`src/rtl/gost_pipe_core_if.sv`:
```
// Streaming handshake bundle for gost_pipe_core.
// The master side supplies the key, mode, counter IV and input blocks.
// The slave side (the core) returns result blocks under a valid/ready handshake.
interface gost_pipe_core_if;
   logic         iinit;
   logic [31:0]  iiv;
   logic [1:0]   imode;
   logic [255:0] ikey;
   logic         ivalid;
   logic [63:0]  iblock;
   logic         oready;
   logic         ovalid;
   logic         iready;
   logic [63:0]  oblock;

   modport master (
      output iinit, iiv, imode, ikey, ivalid, iblock, iready,
      input  oready, ovalid, oblock
   );

   modport slave (
      input  iinit, iiv, imode, ikey, ivalid, iblock, iready,
      output oready, ovalid, oblock
   );
endinterface

```
`src/rtl/gost_pipe_core.sv`:
```
// Magma (GOST R 34.12-2015) block cipher core, 64-bit block and 256-bit key.
// The core evaluates ROUNDS_PER_CYCLE rounds per clock and offers ECB encrypt,
// ECB decrypt and an optional CTR (gamma) mode.
// The flow is IDLE -> RUN (N cycles) -> DONE, where the result is held until the consumer takes it.
module gost_pipe_core #(
   parameter int ROUNDS_PER_CYCLE = 1,
   parameter bit ENABLE_CTR       = 1'b1
) (
   input  logic            iclk,
   input  logic            irst,
   gost_pipe_core_if.slave bus
);
   localparam logic [4:0] RSTEP = 5'(ROUNDS_PER_CYCLE);
   localparam logic [4:0] RLAST = 5'(32 - ROUNDS_PER_CYCLE);

   // S-boxes pi0..pi7. Entry x sits at bits [63-4x -: 4]. pi0 acts on nibble [3:0].
   localparam logic [63:0] SBOX [8] = '{
      64'hC462A5B9E8D703F1, 64'h68239A5C1E47BD0F,
      64'hB3582FADE174C960, 64'hC821D4F670A53E9B,
      64'h7F5A816D093EB42C, 64'h5DF692CAB78143E0,
      64'h8E25691CF4B0DA37, 64'h17ED05834FA69CB2
   };

   typedef enum logic [1:0] {
      ST_IDLE = 2'd0,
      ST_RUN  = 2'd1,
      ST_DONE = 2'd2
   } state_t;

   function automatic logic [31:0] sbox32(input logic [31:0] x);
      logic [31:0] y;
      logic [3:0]  nib;
      y = 32'h0;
      for (int n = 0; n < 8; n++) begin
         nib = x[4*n +: 4];
         y[4*n +: 4] = SBOX[n][(15 - int'(nib)) * 4 +: 4];
      end
      return y;
   endfunction

   // One round: L' = R, R' = L ^ rotl11(S(R + K)).
   function automatic logic [63:0] magma_round(input logic [63:0] blk, input logic [31:0] k);
      logic [31:0] s;
      s = sbox32(blk[31:0] + k);
      return {blk[31:0], blk[63:32] ^ {s[20:0], s[31:21]}};
   endfunction

   // Encrypt uses K1..K8 x3 and then K8..K1. Decrypt is that sequence reversed.
   function automatic logic [2:0] key_idx(input logic [4:0] rnd, input logic dec);
      logic [2:0] idx;
      if (dec) begin
         if (rnd < 5'd8) idx = rnd[2:0];
         else            idx = ~rnd[2:0];
      end else begin
         if (rnd < 5'd24) idx = rnd[2:0];
         else             idx = ~rnd[2:0];
      end
      return idx;
   endfunction

   // K1 is the top word of the key.
   function automatic logic [31:0] key_word(input logic [255:0] key, input logic [2:0] idx);
      return key[(7 - int'(idx)) * 32 +: 32];
   endfunction

   state_t       state_q, state_d;
   logic [4:0]   rnd_q, rnd_d;
   logic [63:0]  blk_q, blk_d;
   logic [255:0] key_q, key_d;
   logic         dec_q, dec_d;
   logic         ctrm_q, ctrm_d;
   logic [63:0]  data_q, data_d;
   logic         oready_q, oready_d;
   logic         ovalid_q, ovalid_d;
   logic [63:0]  oblock_q, oblock_d;
   logic [63:0]  ctr_q, ctr_d;
   logic [63:0]  blk_t;
   logic [63:0]  fin_s;

   assign bus.oready = oready_q;
   assign bus.ovalid = ovalid_q;
   assign bus.oblock = oblock_q;

   // Unrolled round chain for this cycle, plus the final half swap applied at the end of the run.
   always_comb begin
      blk_t = blk_q;
      for (int k = 0; k < ROUNDS_PER_CYCLE; k++) begin
         blk_t = magma_round(blk_t, key_word(key_q, key_idx(rnd_q + 5'(k), dec_q)));
      end
      fin_s = {blk_t[31:0], blk_t[63:32]};
   end

   // Next-state logic for the handshake FSM, the datapath registers and the counter.
   always_comb begin
      state_d  = state_q;
      rnd_d    = rnd_q;
      blk_d    = blk_q;
      key_d    = key_q;
      dec_d    = dec_q;
      ctrm_d   = ctrm_q;
      data_d   = data_q;
      oready_d = oready_q;
      ovalid_d = ovalid_q;
      oblock_d = oblock_q;
      ctr_d    = ctr_q;
      case (state_q)
         ST_IDLE: begin
            if (bus.iinit) ctr_d = {bus.iiv, 32'h0};
            else           ctr_d = ctr_q;
            if (bus.ivalid && oready_q) begin
               state_d  = ST_RUN;
               rnd_d    = 5'd0;
               key_d    = bus.ikey;
               data_d   = bus.iblock;
               dec_d    = (bus.imode == 2'b01);
               ctrm_d   = ENABLE_CTR && (bus.imode == 2'b10);
               blk_d    = ctrm_d ? ctr_d : bus.iblock;
               oready_d = 1'b0;
            end else begin
               oready_d = 1'b1;
            end
         end
         ST_RUN: begin
            blk_d    = blk_t;
            rnd_d    = rnd_q + RSTEP;
            oready_d = 1'b0;
            if (rnd_q == RLAST) begin
               state_d  = ST_DONE;
               ovalid_d = 1'b1;
               oblock_d = ctrm_q ? (data_q ^ fin_s) : fin_s;
               if (ctrm_q) ctr_d = ctr_q + 64'd1;
               else        ctr_d = ctr_q;
            end else begin
               state_d = ST_RUN;
            end
         end
         ST_DONE: begin
            if (bus.iready) begin
               state_d  = ST_IDLE;
               ovalid_d = 1'b0;
               oready_d = 1'b1;
            end else begin
               state_d  = ST_DONE;
               oready_d = 1'b0;
            end
         end
         default: begin
            state_d  = ST_IDLE;
            oready_d = 1'b0;
            ovalid_d = 1'b0;
         end
      endcase
   end

   // FSM state, datapath and registered outputs.
   always_ff @(posedge iclk or negedge irst) begin
      if (!irst) begin
         state_q  <= ST_IDLE;
         rnd_q    <= 5'd0;
         blk_q    <= 64'h0;
         key_q    <= 256'h0;
         dec_q    <= 1'b0;
         ctrm_q   <= 1'b0;
         data_q   <= 64'h0;
         oready_q <= 1'b0;
         ovalid_q <= 1'b0;
         oblock_q <= 64'h0;
      end else begin
         state_q  <= state_d;
         rnd_q    <= rnd_d;
         blk_q    <= blk_d;
         key_q    <= key_d;
         dec_q    <= dec_d;
         ctrm_q   <= ctrm_d;
         data_q   <= data_d;
         oready_q <= oready_d;
         ovalid_q <= ovalid_d;
         oblock_q <= oblock_d;
      end
   end

   if (ENABLE_CTR) begin : g_ctr
      // CTR counter register. It wraps silently at 2^64.
      always_ff @(posedge iclk or negedge irst) begin
         if (!irst) ctr_q <= 64'h0;
         else       ctr_q <= ctr_d;
      end
   end else begin : g_no_ctr
      assign ctr_q = 64'h0;
   end
endmodule

```
`src/flat_wrapper.sv`:
```
// flat-port wrapper written by rule: the top's interface ports become plain ports
module gost_pipe_core_flat 
#(
   parameter int ROUNDS_PER_CYCLE = 1,
   parameter bit ENABLE_CTR       = 1'b1
)
  (iclk, irst, bus_iinit, bus_iiv, bus_imode, bus_ikey, bus_ivalid, bus_iblock, bus_iready, bus_oready, bus_ovalid, bus_oblock);
  gost_pipe_core_if bus_i ();
  input  logic iclk;
  input  logic irst;
  input wire logic [$bits(bus_i.iinit)-1:0] bus_iinit;
  input wire logic [$bits(bus_i.iiv)-1:0] bus_iiv;
  input wire logic [$bits(bus_i.imode)-1:0] bus_imode;
  input wire logic [$bits(bus_i.ikey)-1:0] bus_ikey;
  input wire logic [$bits(bus_i.ivalid)-1:0] bus_ivalid;
  input wire logic [$bits(bus_i.iblock)-1:0] bus_iblock;
  input wire logic [$bits(bus_i.iready)-1:0] bus_iready;
  output wire logic [$bits(bus_i.oready)-1:0] bus_oready;
  output wire logic [$bits(bus_i.ovalid)-1:0] bus_ovalid;
  output wire logic [$bits(bus_i.oblock)-1:0] bus_oblock;
  assign bus_i.iinit = bus_iinit;
  assign bus_i.iiv = bus_iiv;
  assign bus_i.imode = bus_imode;
  assign bus_i.ikey = bus_ikey;
  assign bus_i.ivalid = bus_ivalid;
  assign bus_i.iblock = bus_iblock;
  assign bus_i.iready = bus_iready;
  assign bus_oready = bus_i.oready;
  assign bus_ovalid = bus_i.ovalid;
  assign bus_oblock = bus_i.oblock;
  gost_pipe_core #(.ROUNDS_PER_CYCLE(ROUNDS_PER_CYCLE), .ENABLE_CTR(ENABLE_CTR)) u_core (.iclk(iclk), .irst(irst), .bus(bus_i));
endmodule
```
`config.mk`:
```
export PLATFORM = sky130hd
export DESIGN_NAME = gost_pipe_core_flat
export DESIGN_NICKNAME = d
export VERILOG_FILES = /design/src/rtl/gost_pipe_core_if.sv /design/src/rtl/gost_pipe_core.sv /design/src/flat_wrapper.sv
export SDC_FILE = /design/constraint.sdc
export NUM_CORES = 1
export LEC_CHECK = 0
export CAP_MARGIN = 10
export CORE_ASPECT_RATIO = 2
export CORE_UTILIZATION = 55
export CTS_CLUSTER_SIZE = 25
export DETAILED_ROUTE_END_ITERATION = 8
export PLACE_DENSITY = 0.81
export SYNTH_ARGS = -nofsm -noshare
export SYNTH_HDL_FRONTEND = slang
export SYNTH_SLANG_ARGS = --single-unit
```
`constraint.sdc`:
```
create_clock -name iclk -period 13.11 [get_ports iclk]
set_input_delay 1.311 -clock iclk [delete_from_list [all_inputs] [get_ports iclk]]
set_output_delay 1.311 -clock iclk [all_outputs]
set_load 0.03 [all_outputs]
```
==> metrics.csv <==
metric,value,unit
dpl_worst_slack,6.52,ns
max_clock_freq,150,MHz
cp-end-kind,register,
routedWlPerCell,22.6,um
final_util,67.6,%
rows,118,
die_h,325,um
clk_pin_slew_worst_paths,0.07,ns
avgSynthCellArea,8.03,um2
fin_area,34900,um2
grt_pass1_vias,27100,
mostFrequentLayoutCells,"nand2_1, dfrtp_1, clkdlybuf4s50_1",
clockBufferDepth,3,
post_cts_buffers,0,
slew_viol_final,0,
cp-startpoint,u_core.rnd_q[4],
synthToLayoutAreaGrowth,21.7,%
crit_chain,maj3_2 -> xor2_4 -> buf_4 -> nand3_1 -> nand3_1 -> o21ai_0 -> ha_1 -> fa_1 -> a21oi_1 -> o211ai_2 -> a211oi_2 -> or3_1 -> and3_1 -> o21bai_1 -> xnor2_1 -> inv_1 -> ha_1 -> mux4_2 -> xnor2_1 -> xor2_1 -> o21ai_1,
yosys_warnings,0,
cts_root_buf,clkbuf_16,
synth_edf_count,0,
tns,0,ns
placed_cell_area,33300,um2
worst_pin_slew,1.25,ns
reg2reg_depth,21,
dp_hpwl,74800,um
setup_violations,0,
yosysUniqueCellTypes,76,
vias,27400,
synth_ff_type,dfrtp_1,
grt_overflow,0,
synth_seq_area_share,45.6,%
async_flop_share,100,%
multi_input_area,14700,um2
min_to,u_core.data_q[21],
final_common_cell,nand2_1,
critPathRequiredTime,13.55,ns
hold_path_depth,2,
cts_tree,built,
drcViolationCount,2,
cts_hold_buffers,0,
clk_latency,0.60,ns
min_period,6.67,ns
synth-seq-cells,523,
reg2reg_to,u_core.bus.oblock[35],
drive_gt1_share,4.56,%
antenna_found_initial,3,
start_util,55.5,%
maxSlewHeadroom,16.6,%
min_period_over_period,50.9,%
vias_per_cell,6.00,
hp-start,u_core.data_q[21],
grt_max_degree,264,
cp.arrival,7.11,ns
cpMaxStageDelayCell,buf_4,
start_kind,register,
violations,DRC,
synthesis.nets,4011,
io_buffers,424,
maxCapViolCount,0,
dr.pass1.iters,8,
drt_iter0_markers,2735,
hold_viol_final,0,
cts-resized-gates,0,
cts_inserted_buffers,46,
skew,0.0133,ns
dieArea,53100,um2
ant_nets,0,
r2r_slack,6.44,ns
cts_sinks,523,
area.sequential,13100,um2
coreArea,51700,um2
fillers,4242,
grt_pass1_wl,155000,um
critical_path_class,register to register,
track_usage,38.9,%
worst_slack,6.44,ns
die_w,163,um
critical-path-max-stage-delay,0.75,ns
nets,4301,
hp-class,register to register,
status,"complete, but fails checks",
rsz0062_at_grt,false,
syn_inst,3574,
crit_fanout,82,
gp_congestion,0.994,
h-tree-depth,2,
pin_count,425,
syn_area,28700,um2
r2r-start,u_core.rnd_q[4],
routed_wl,103000,um
logic make-up (layout without fill, tap and decap cells):
group           after synthesis  in the layout  share of synthesized area [%]
flops                       523            523                           45.6
fa+ha+maj                    79             79                           3.47
mux                          83             83                           3.59
buf+inv                     262            588                           3.52
simple gates               1958           1958                           28.0
other cells                   0              1                              0
compound gates              532            532                           11.2
xor+xnor                    137            137                           4.58
area by class of cell:
type	instances	share of cell area, %
Antenna cell	1	0.00717
Clock buffer	66	3.80
Clock inverter	18	0.785
Inverter	45	0.484
Multi-Input combinational cell	2789	42.1
Sequential cell	523	37.5
Tap cell	660	2.37
Timing Repair Buffer	459	12.9
cell usage after synthesis, drive strengths merged, types with 6 or more instances:
library cell	number	area share (%)
dfrtp	523	46
nand4	21	0.46
nor3	23	0.45
nor4	7	0.23
mux2	7	0.27
inv	45	0.59
o22ai	14	0.31
and2	11	0.24
mux2i	61	2.1
a211oi	9	0.25
buf	27	0.44
o22a	9	0.27
mux4	15	1.2
a21o	7	0.18
nand3	201	3.5
and3	25	0.55
o221ai	19	0.58
xnor2	57	1.9
ha	77	3.4
nor3b	22	0.59
o21ai	218	3.8
a31oi	9	0.20
xor2	78	2.6
a311oi	7	0.27
a21oi	152	2.7
o31ai	6	0.16
nor2b	7	0.15
o211ai	6	0.17
nand3b	12	0.31
nand2	1500	20
clkbuf	190	2.5
a221o	17	0.59
nor2	111	1.5
a22oi	29	0.76
sequential cells by signal, indices dropped and copies added (netlist names):
signal,cells
u_core.bus.oblock,64
u_core.data_q,64
u_core.ctrm_q,1
u_core.blk_q,64
u_core.rnd_q,5
u_core.ctr_q,64
u_core.key_q,256
u_core.bus.oready,1
u_core.state_q,2
u_core.dec_q,1
u_core.bus.ovalid,1
worst max-delay path by stage:
stage,end,slack [ns],cells past startpoint
4_1_cts,u_core.bus.oblock[35],6.48,21
6_report,u_core.bus.oblock[35],6.44,21
5_1_grt,u_core.bus.oblock[36],6.06,21
2_1_floorplan,u_core.blk_q[3],7.86,22
3_3_place_gp,u_core.bus.oblock[35],6.65,21
3_5_place_dp,u_core.bus.oblock[35],6.52,21
layer usage:
metal	vias to the layer above	global-route usage, %	routed length (um)	share of wire (%)
li1	12400	-	-	-
met1	13000	42.6	34700	34
met2	1497	65.7	50900	49
met3	416	4.67	6830	6.6
met4	4	33.6	10500	10
met5	-	0	23	0.022
critical path: cells and delay by family, from the launching register on:
| family | cells | cell delay [ns] |
|---|---|---|
| compound gates | 6 | 1.09 |
| xor+xnor | 4 | 1.46 |
| fa+ha+maj | 4 | 1.51 |
| buf+inv | 2 | 0.91 |
| flops | 1 | 0.40 |
| mux | 1 | 0.48 |
| simple gates | 4 | 0.67 |
metrics by stage:
stage                     hold WS [ns]  cells
after floorplan                  0.445   3574
after global placement           0.457   4476
after detailed placement         0.462   4476
after CTS                        0.478   4560
after global routing             0.489   4561
final                            0.476   4561
Power is not shown: default switching activity piles up to over one toggle a cycle in this logic, so the estimate is an artifact.
